`config.mk`:
```
export PLATFORM = sky130hd
export DESIGN_NAME = seg_divider_flat
export DESIGN_NICKNAME = d
export VERILOG_FILES = /design/src/rtl/seg_divider_pkg.sv /design/src/rtl/seg_divider_if.sv /design/src/rtl/seg_divider_seg7_to_bcd.sv /design/src/rtl/seg_divider.sv /design/src/flat_wrapper.sv
export SDC_FILE = /design/constraint.sdc
export NUM_CORES = 1
export LEC_CHECK = 0
export CORE_MARGIN = 2
export CORE_UTILIZATION = 53
export CTS_CLUSTER_DIAMETER = 30
export CTS_CLUSTER_SIZE = 12
export DETAILED_ROUTE_END_ITERATION = 10
export PLACE_DENSITY = 0.75
export SLEW_MARGIN = 10
export SYNTH_ARGS = -nofsm -noshare
export SYNTH_HDL_FRONTEND = slang
export SYNTH_SLANG_ARGS = --single-unit
```
`constraint.sdc`:
```
create_clock -name clk -period 5.3 [get_ports clk]
set_input_delay 0.795 -clock clk [delete_from_list [all_inputs] [get_ports clk]]
set_output_delay 0.795 -clock clk [all_outputs]
set_load 0.01 [all_outputs]
```
`src/rtl/seg_divider_pkg.sv`:
```
// Shared types and constants for the 7-segment restoring divider.
// Holds the FSM state encoding, legal digit codes and the dividend helper.
package seg_div_pkg;

  typedef enum logic [1:0] {
    ST_IDLE   = 2'd0,
    ST_DECODE = 2'd1,
    ST_DIVIDE = 2'd2,
    ST_DONE   = 2'd3
  } state_e;

  // Active-high segment order {a,b,c,d,e,f,g}
  localparam logic [6:0] SEG_0 = 7'h7E;
  localparam logic [6:0] SEG_1 = 7'h30;
  localparam logic [6:0] SEG_2 = 7'h6D;
  localparam logic [6:0] SEG_3 = 7'h79;
  localparam logic [6:0] SEG_4 = 7'h33;
  localparam logic [6:0] SEG_5 = 7'h5B;
  localparam logic [6:0] SEG_6 = 7'h5F;
  localparam logic [6:0] SEG_7 = 7'h70;
  localparam logic [6:0] SEG_8 = 7'h7F;
  localparam logic [6:0] SEG_9 = 7'h7B;

  localparam int         DIV_STEPS = 10;
  localparam logic [3:0] Q_MAX     = 4'd15;

  function automatic logic [9:0] bcd3_to_bin(input logic [3:0] h,
                                             input logic [3:0] t,
                                             input logic [3:0] o);
    return 10'(h) * 10'd100 + 10'(t) * 10'd10 + 10'(o);
  endfunction

endpackage

```
`src/rtl/seg_divider_if.sv`:
```
// Request/result bundle of the divider. Handshake: start is sampled only
// while busy is low; done is a one-cycle pulse and results hold until next start.
interface seg_div_if;
  logic       start;
  logic [6:0] h_seg;
  logic [6:0] t_seg;
  logic [6:0] o_seg;
  logic [3:0] b;
  logic       busy;
  logic       done;
  logic [3:0] a;
  logic [3:0] rem;
  logic       err_seg;
  logic       err_div0;
  logic       err_ovf;

  modport master (
    output start, h_seg, t_seg, o_seg, b,
    input  busy, done, a, rem, err_seg, err_div0, err_ovf
  );

  modport slave (
    input  start, h_seg, t_seg, o_seg, b,
    output busy, done, a, rem, err_seg, err_div0, err_ovf
  );
endinterface

```
`src/rtl/seg_divider_seg7_to_bcd.sv`:
```
// Combinational 7-segment to BCD decoder with an illegal-code flag.
// SEG_INV=1 treats the incoming segments as active-low.
module seg7_to_bcd
  import seg_div_pkg::*;
#(
  parameter bit SEG_INV = 1'b0
) (
  input  logic [6:0] seg,
  output logic [3:0] digit,
  output logic       invalid
);

  logic [6:0] code;

  always_comb begin
    code    = SEG_INV ? ~seg : seg;
    digit   = 4'd0;
    invalid = 1'b0;
    case (code)
      SEG_0:   digit = 4'd0;
      SEG_1:   digit = 4'd1;
      SEG_2:   digit = 4'd2;
      SEG_3:   digit = 4'd3;
      SEG_4:   digit = 4'd4;
      SEG_5:   digit = 4'd5;
      SEG_6:   digit = 4'd6;
      SEG_7:   digit = 4'd7;
      SEG_8:   digit = 4'd8;
      SEG_9:   digit = 4'd9;
      default: invalid = 1'b1;
    endcase
  end

endmodule

```
`src/rtl/seg_divider.sv`:
```
// Sequential restoring divider: recovers a = N / b and rem = N % b where N
// is a three-digit 7-segment product. One quotient bit per cycle, MSB first.
module seg_divider
  import seg_div_pkg::*;
#(
  parameter bit SEG_INV = 1'b0
) (
  input  logic       clk,
  input  logic       rst_n,
  seg_div_if.slave   bus,
  output state_e     dbg_state
);

  state_e     state_q, state_d;
  logic [6:0] hseg_q, hseg_d, tseg_q, tseg_d, oseg_q, oseg_d;
  logic [3:0] b_q, b_d;
  logic [9:0] dvd_q, dvd_d;
  logic [8:0] quo_q, quo_d;
  logic [3:0] pr_q, pr_d;
  logic [3:0] cnt_q, cnt_d;
  logic [3:0] a_q, a_d, rem_q, rem_d;
  logic       es_q, es_d, ed_q, ed_d, eo_q, eo_d;

  logic [3:0] h_dig, t_dig, o_dig;
  logic       h_bad, t_bad, o_bad;

  seg7_to_bcd #(.SEG_INV(SEG_INV)) u_dec_h (.seg(hseg_q), .digit(h_dig), .invalid(h_bad));
  seg7_to_bcd #(.SEG_INV(SEG_INV)) u_dec_t (.seg(tseg_q), .digit(t_dig), .invalid(t_bad));
  seg7_to_bcd #(.SEG_INV(SEG_INV)) u_dec_o (.seg(oseg_q), .digit(o_dig), .invalid(o_bad));

  // Restoring step: remainder stays below b (<=15), so 4 bits hold it
  // between steps and the shifted trial value needs 5.
  logic [4:0] pr_shift;
  logic [5:0] diff;
  logic       ge;
  logic [3:0] pr_next;
  logic [9:0] quo_next;
  logic       seg_bad;
  logic       div0;

  always_comb begin
    pr_shift = {pr_q, dvd_q[9]};
    diff     = {1'b0, pr_shift} - {2'b00, b_q};
    ge       = ~diff[5];
    pr_next  = ge ? diff[3:0] : pr_shift[3:0];
    quo_next = {quo_q, ge};
    seg_bad  = h_bad | t_bad | o_bad;
    div0     = (b_q == 4'd0);
  end

  always_comb begin
    state_d = state_q;
    hseg_d  = hseg_q;
    tseg_d  = tseg_q;
    oseg_d  = oseg_q;
    b_d     = b_q;
    dvd_d   = dvd_q;
    quo_d   = quo_q;
    pr_d    = pr_q;
    cnt_d   = cnt_q;
    a_d     = a_q;
    rem_d   = rem_q;
    es_d    = es_q;
    ed_d    = ed_q;
    eo_d    = eo_q;

    case (state_q)
      ST_IDLE: begin
        if (bus.start) begin
          hseg_d  = bus.h_seg;
          tseg_d  = bus.t_seg;
          oseg_d  = bus.o_seg;
          b_d     = bus.b;
          a_d     = 4'd0;
          rem_d   = 4'd0;
          es_d    = 1'b0;
          ed_d    = 1'b0;
          eo_d    = 1'b0;
          state_d = ST_DECODE;
        end
      end

      ST_DECODE: begin
        es_d = seg_bad;
        ed_d = div0;
        if (seg_bad || div0) begin
          state_d = ST_DONE;
        end else begin
          dvd_d   = bcd3_to_bin(h_dig, t_dig, o_dig);
          pr_d    = 4'd0;
          quo_d   = 9'd0;
          cnt_d   = 4'd0;
          state_d = ST_DIVIDE;
        end
      end

      ST_DIVIDE: begin
        dvd_d = {dvd_q[8:0], 1'b0};
        pr_d  = pr_next;
        quo_d = quo_next[8:0];
        cnt_d = cnt_q + 4'd1;
        if (cnt_q == 4'(DIV_STEPS - 1)) begin
          state_d = ST_DONE;
          rem_d   = pr_next;
          if (quo_next > 10'(Q_MAX)) begin
            eo_d = 1'b1;
            a_d  = Q_MAX;
          end else begin
            a_d  = quo_next[3:0];
          end
        end
      end

      ST_DONE: state_d = ST_IDLE;

      default: state_d = ST_IDLE;
    endcase
  end

  always_ff @(posedge clk or negedge rst_n) begin
    if (!rst_n) begin
      state_q <= ST_IDLE;
      hseg_q  <= 7'd0;
      tseg_q  <= 7'd0;
      oseg_q  <= 7'd0;
      b_q     <= 4'd0;
      dvd_q   <= 10'd0;
      quo_q   <= 9'd0;
      pr_q    <= 4'd0;
      cnt_q   <= 4'd0;
      a_q     <= 4'd0;
      rem_q   <= 4'd0;
      es_q    <= 1'b0;
      ed_q    <= 1'b0;
      eo_q    <= 1'b0;
    end else begin
      state_q <= state_d;
      hseg_q  <= hseg_d;
      tseg_q  <= tseg_d;
      oseg_q  <= oseg_d;
      b_q     <= b_d;
      dvd_q   <= dvd_d;
      quo_q   <= quo_d;
      pr_q    <= pr_d;
      cnt_q   <= cnt_d;
      a_q     <= a_d;
      rem_q   <= rem_d;
      es_q    <= es_d;
      ed_q    <= ed_d;
      eo_q    <= eo_d;
    end
  end

  assign bus.busy     = (state_q != ST_IDLE);
  assign bus.done     = (state_q == ST_DONE);
  assign bus.a        = a_q;
  assign bus.rem      = rem_q;
  assign bus.err_seg  = es_q;
  assign bus.err_div0 = ed_q;
  assign bus.err_ovf  = eo_q;
  assign dbg_state    = state_q;

endmodule
```
`src/flat_wrapper.sv`:
```
// flat-port wrapper written by rule: the top's interface ports become plain ports
module seg_divider_flat import seg_div_pkg::*;
#(
  parameter bit SEG_INV = 1'b0
)
  (clk, rst_n, dbg_state, bus_start, bus_h_seg, bus_t_seg, bus_o_seg, bus_b, bus_busy, bus_done, bus_a, bus_rem, bus_err_seg, bus_err_div0, bus_err_ovf);
  seg_div_if bus_i ();
  input  logic clk;
  input  logic rst_n;
  output state_e dbg_state;
  input wire logic [$bits(bus_i.start)-1:0] bus_start;
  input wire logic [$bits(bus_i.h_seg)-1:0] bus_h_seg;
  input wire logic [$bits(bus_i.t_seg)-1:0] bus_t_seg;
  input wire logic [$bits(bus_i.o_seg)-1:0] bus_o_seg;
  input wire logic [$bits(bus_i.b)-1:0] bus_b;
  output wire logic [$bits(bus_i.busy)-1:0] bus_busy;
  output wire logic [$bits(bus_i.done)-1:0] bus_done;
  output wire logic [$bits(bus_i.a)-1:0] bus_a;
  output wire logic [$bits(bus_i.rem)-1:0] bus_rem;
  output wire logic [$bits(bus_i.err_seg)-1:0] bus_err_seg;
  output wire logic [$bits(bus_i.err_div0)-1:0] bus_err_div0;
  output wire logic [$bits(bus_i.err_ovf)-1:0] bus_err_ovf;
  assign bus_i.start = bus_start;
  assign bus_i.h_seg = bus_h_seg;
  assign bus_i.t_seg = bus_t_seg;
  assign bus_i.o_seg = bus_o_seg;
  assign bus_i.b = bus_b;
  assign bus_busy = bus_i.busy;
  assign bus_done = bus_i.done;
  assign bus_a = bus_i.a;
  assign bus_rem = bus_i.rem;
  assign bus_err_seg = bus_i.err_seg;
  assign bus_err_div0 = bus_i.err_div0;
  assign bus_err_ovf = bus_i.err_ovf;
  seg_divider #(.SEG_INV(SEG_INV)) u_core (.clk(clk), .rst_n(rst_n), .bus(bus_i), .dbg_state(dbg_state));
endmodule
```
==> metrics.yaml <==
routing:
  routed_wl_mm: 8.14
  drt_first_pass_iters: 4
  routed_via_density: 5.65
  drcViolationCount: 0
  antenna_left: 0
  wl_per_cell_um: 14.9
  vias: 3080
  drtIter0Drc: 123
timing:
  clock_skew_ns: 0.00897
  period_share_pct: 77.8
  worstMarginPinSlew_ns: 0.843
  clock.fmax_ghz: 0.243
  slew_headroom_pct: 43.4
  min_period_ns: 4.12
  setup-tns-final_ns: 0
  rsz0062_at_grt: "false"
  hold_viol_final: 0
  setup_viol: 0
  finalMaxSlewViolations: 0
critical_path:
  cp_data_arrival_time_ns: 4.35
  critical_path_required_ns: 5.53
  worstSetupStartpointType: "flop"
  path_class: "reg2reg"
  cp.buffers_inverters: 1
  end_kind: "flop"
  cpMaxStageDelayCell: "or4b_4"
  max_stage_delay_ns: 0.55
  critPathMaxFanout: 7
  cp_cell_sequence: "or4b_4 -> o32ai_2 -> a21oi_1 -> inv_1 -> ha_1 -> ha_1 -> fa_1 -> ha_1 -> ha_1 -> o21ai_0 -> a21oi_1 -> o21ai_0 -> nand3_1 -> o311ai_0 -> mux2_2"
  critPathTopFamily: "adder cells"
  worst_path_most_repeated_cell: "ha_1"
clock_network:
  path_clk_slew_ns: 0.07
  cts_hold_buffers: 0
  clk_root_buffer_cell: "clkbuf_8"
  numCtsBuffers: 9
  cts_max_level: 3
  postCtsSetupBuffers: 0
  cts_resized: 0
  clk_latency_ns: 0.34
  cts_buffer_depth: 2
  cts.sinks: 65
  cts_tree: "built"
global_routing:
  grt_max_degree: 66
  antenna_found_initial: 0
  overflow: 0
  grt_usage_pct: 20.9
  grt_pass1_wl_mm: 14.2
  grt_pass1_vias: 3090
cells_and_area:
  drive_gt1_share_pct: 14.7
  n_antenna_cell: 0
  nets: 505
  nFillCells: 638
  postLayoutCoreUtil_pct: 62.8
  syn_to_final_growth_pct: 16.7
placed_design:
  io_buffers: 42
  routabilityCongestion: 0.831
  dp_hpwl_mm: 5.75
die:
  fp.coreArea_mm2: 0.00761
  die_w_um: 91.9
  rows: 32
  die_y_um: 91.9
  start_util_pct: 53.8
  ios: 43
  dieArea_mm2: 0.00845
synthesis:
  synthTopCellsByArea: "dfrtp_1 (40%), ha_1 (10%), mux2_2 (9.6%), o21ai_0 (3.1%), fa_1 (2.9%)"
  synth.most_common_cell: "dfrtp_1"
  synth-async-reset-ratio_pct: 100
  synth_edf_count: 0
  synthTopCellsByCount: "dfrtp_1 (65), mux2_2 (35), ha_1 (33)"
  synthesis.nets: 468
  synth_top_area_share_pct: 39.7
  synthFlopType: "dfrtp_1"
  synth-seq-area-share_pct: 39.7
  synth_cell_types: 65
  synth_warnings: 0
  syn_inst: 401
  syn_area_mm2: 0.00410
  ys_ff_latch: 65
  syn_area_per_cell_um2: 10.2
  synth.largest_area_cell: "dfrtp_1"
run_status:
  status: "finished clean"
pwr:
  ir_drop_uv: 172
  p_leak_nw: 2.23
  powerDensity_mw_per_mm2: 471
  p_total_mw: 2.25
job:
  cap_violations: 0
hold_path:
  hold_path_class: "reg2reg"
-- final timing paths --
path	start	endpoint	slack [ns]	depth (start not counted)
max	u_core.tseg_q[1]	u_core.dvd_q[8]	1.18	15
min	u_core.dvd_q[4]	u_core.dvd_q[4]	0.49	2
max reg2reg	u_core.tseg_q[1]	u_core.dvd_q[8]	1.18	15
min reg2reg	u_core.dvd_q[4]	u_core.dvd_q[4]	0.49	2
max in group asynchronous	rst_n	u_core.hseg_q[2]	4.12	2
min in group asynchronous	rst_n	u_core.oseg_q[2]	0.62	2
-- worst min-delay path: cells and delay by family (launching register included) --
kind | cells | cell delay [ns]
AND/OR/NAND/NOR | 1 | 0.05
AO/OA/AOI/OAI | 1 | 0.06
flip-flops | 1 | 0.35
-- layout make-up --
type	count	area (µm²)	area share, %
clock inverter	7	77.6	1.62
multi-input combinational	290	2290	47.9
inverter	28	105	2.20
tap	102	128	2.67
sequential	65	1630	34.0
clock buffer	9	124	2.59
timing repair buffer	44	430	9.01
-- layer usage --
| metal | track usage (%) | up-vias | share of wire [%] |
|---|---|---|---|
| li1 | - | 1507 | - |
| met1 | 29.3 | 1513 | 49 |
| met2 | 32.4 | 47 | 47 |
| met3 | 3.45 | 13 | 3.0 |
| met4 | 8.96 | 0 | 1.6 |
| met5 | 0 | - | 0 |
-- registers in the layout, indices dropped and copies added, names as in the netlist --
signal               flops
u_core.oseg_q            7
u_core.pr_q              4
u_core.dbg_state         2
u_core.bus.err_div0      1
u_core.bus.err_ovf       1
u_core.quo_q             9
u_core.tseg_q            7
u_core.b_q               4
u_core.bus.err_seg       1
u_core.bus.rem           4
u_core.bus.a             4
u_core.hseg_q            7
u_core.cnt_q             4
u_core.dvd_q            10
-- layout by cell type, fill, tap and decap left out, drive strengths merged, types with 4 or more instances in the layout --
cell	instances
a21oi	19
a22o	11
clkbuf	9
clkdlybuf4s50	41
dfrtp	65
fa	6
ha	33
inv	30
mux2	35
mux2i	4
nand2	30
nand2b	7
nand3	11
nor2	25
nor2b	6
nor3	4
o21ai	27
xnor2	8
-- kinds of logic (layout without fill, tap and decap cells) --
kind of cell / count (synthesis) / count (layout) / share of synthesized area [%]
compound gates: 86 / 86 / 14.3
xor+xnor: 10 / 10 / 2.14
fa+ha+maj: 39 / 39 / 13.0
buf+inv: 46 / 88 / 4.49
flops: 65 / 65 / 39.7
mux: 39 / 39 / 10.6
simple gates: 116 / 116 / 15.7
-- through the flow --
step           instances  setup slack (ns)  area (µm²)  hold WS (ns)
6_report             545              1.18        4780         0.486
3_3_place_gp         529              1.36        4570         0.461
3_5_place_dp         529              1.21        4570         0.471
2_1_floorplan        401              1.47        4100         0.448
4_1_cts              545              1.19        4780         0.488
5_1_grt              545             0.912        4780         0.515
-- power breakdown --
part / switching [mW] / leakage (nW) / internal, mW / total (mW)
logic: 0.474 / 1.29 / 0.454 / 0.928
clock network: 0.207 / 0.100 / 0.221 / 0.428
registers: 0.228 / 0.843 / 0.665 / 0.893
(Power assumes the default switching activity.)
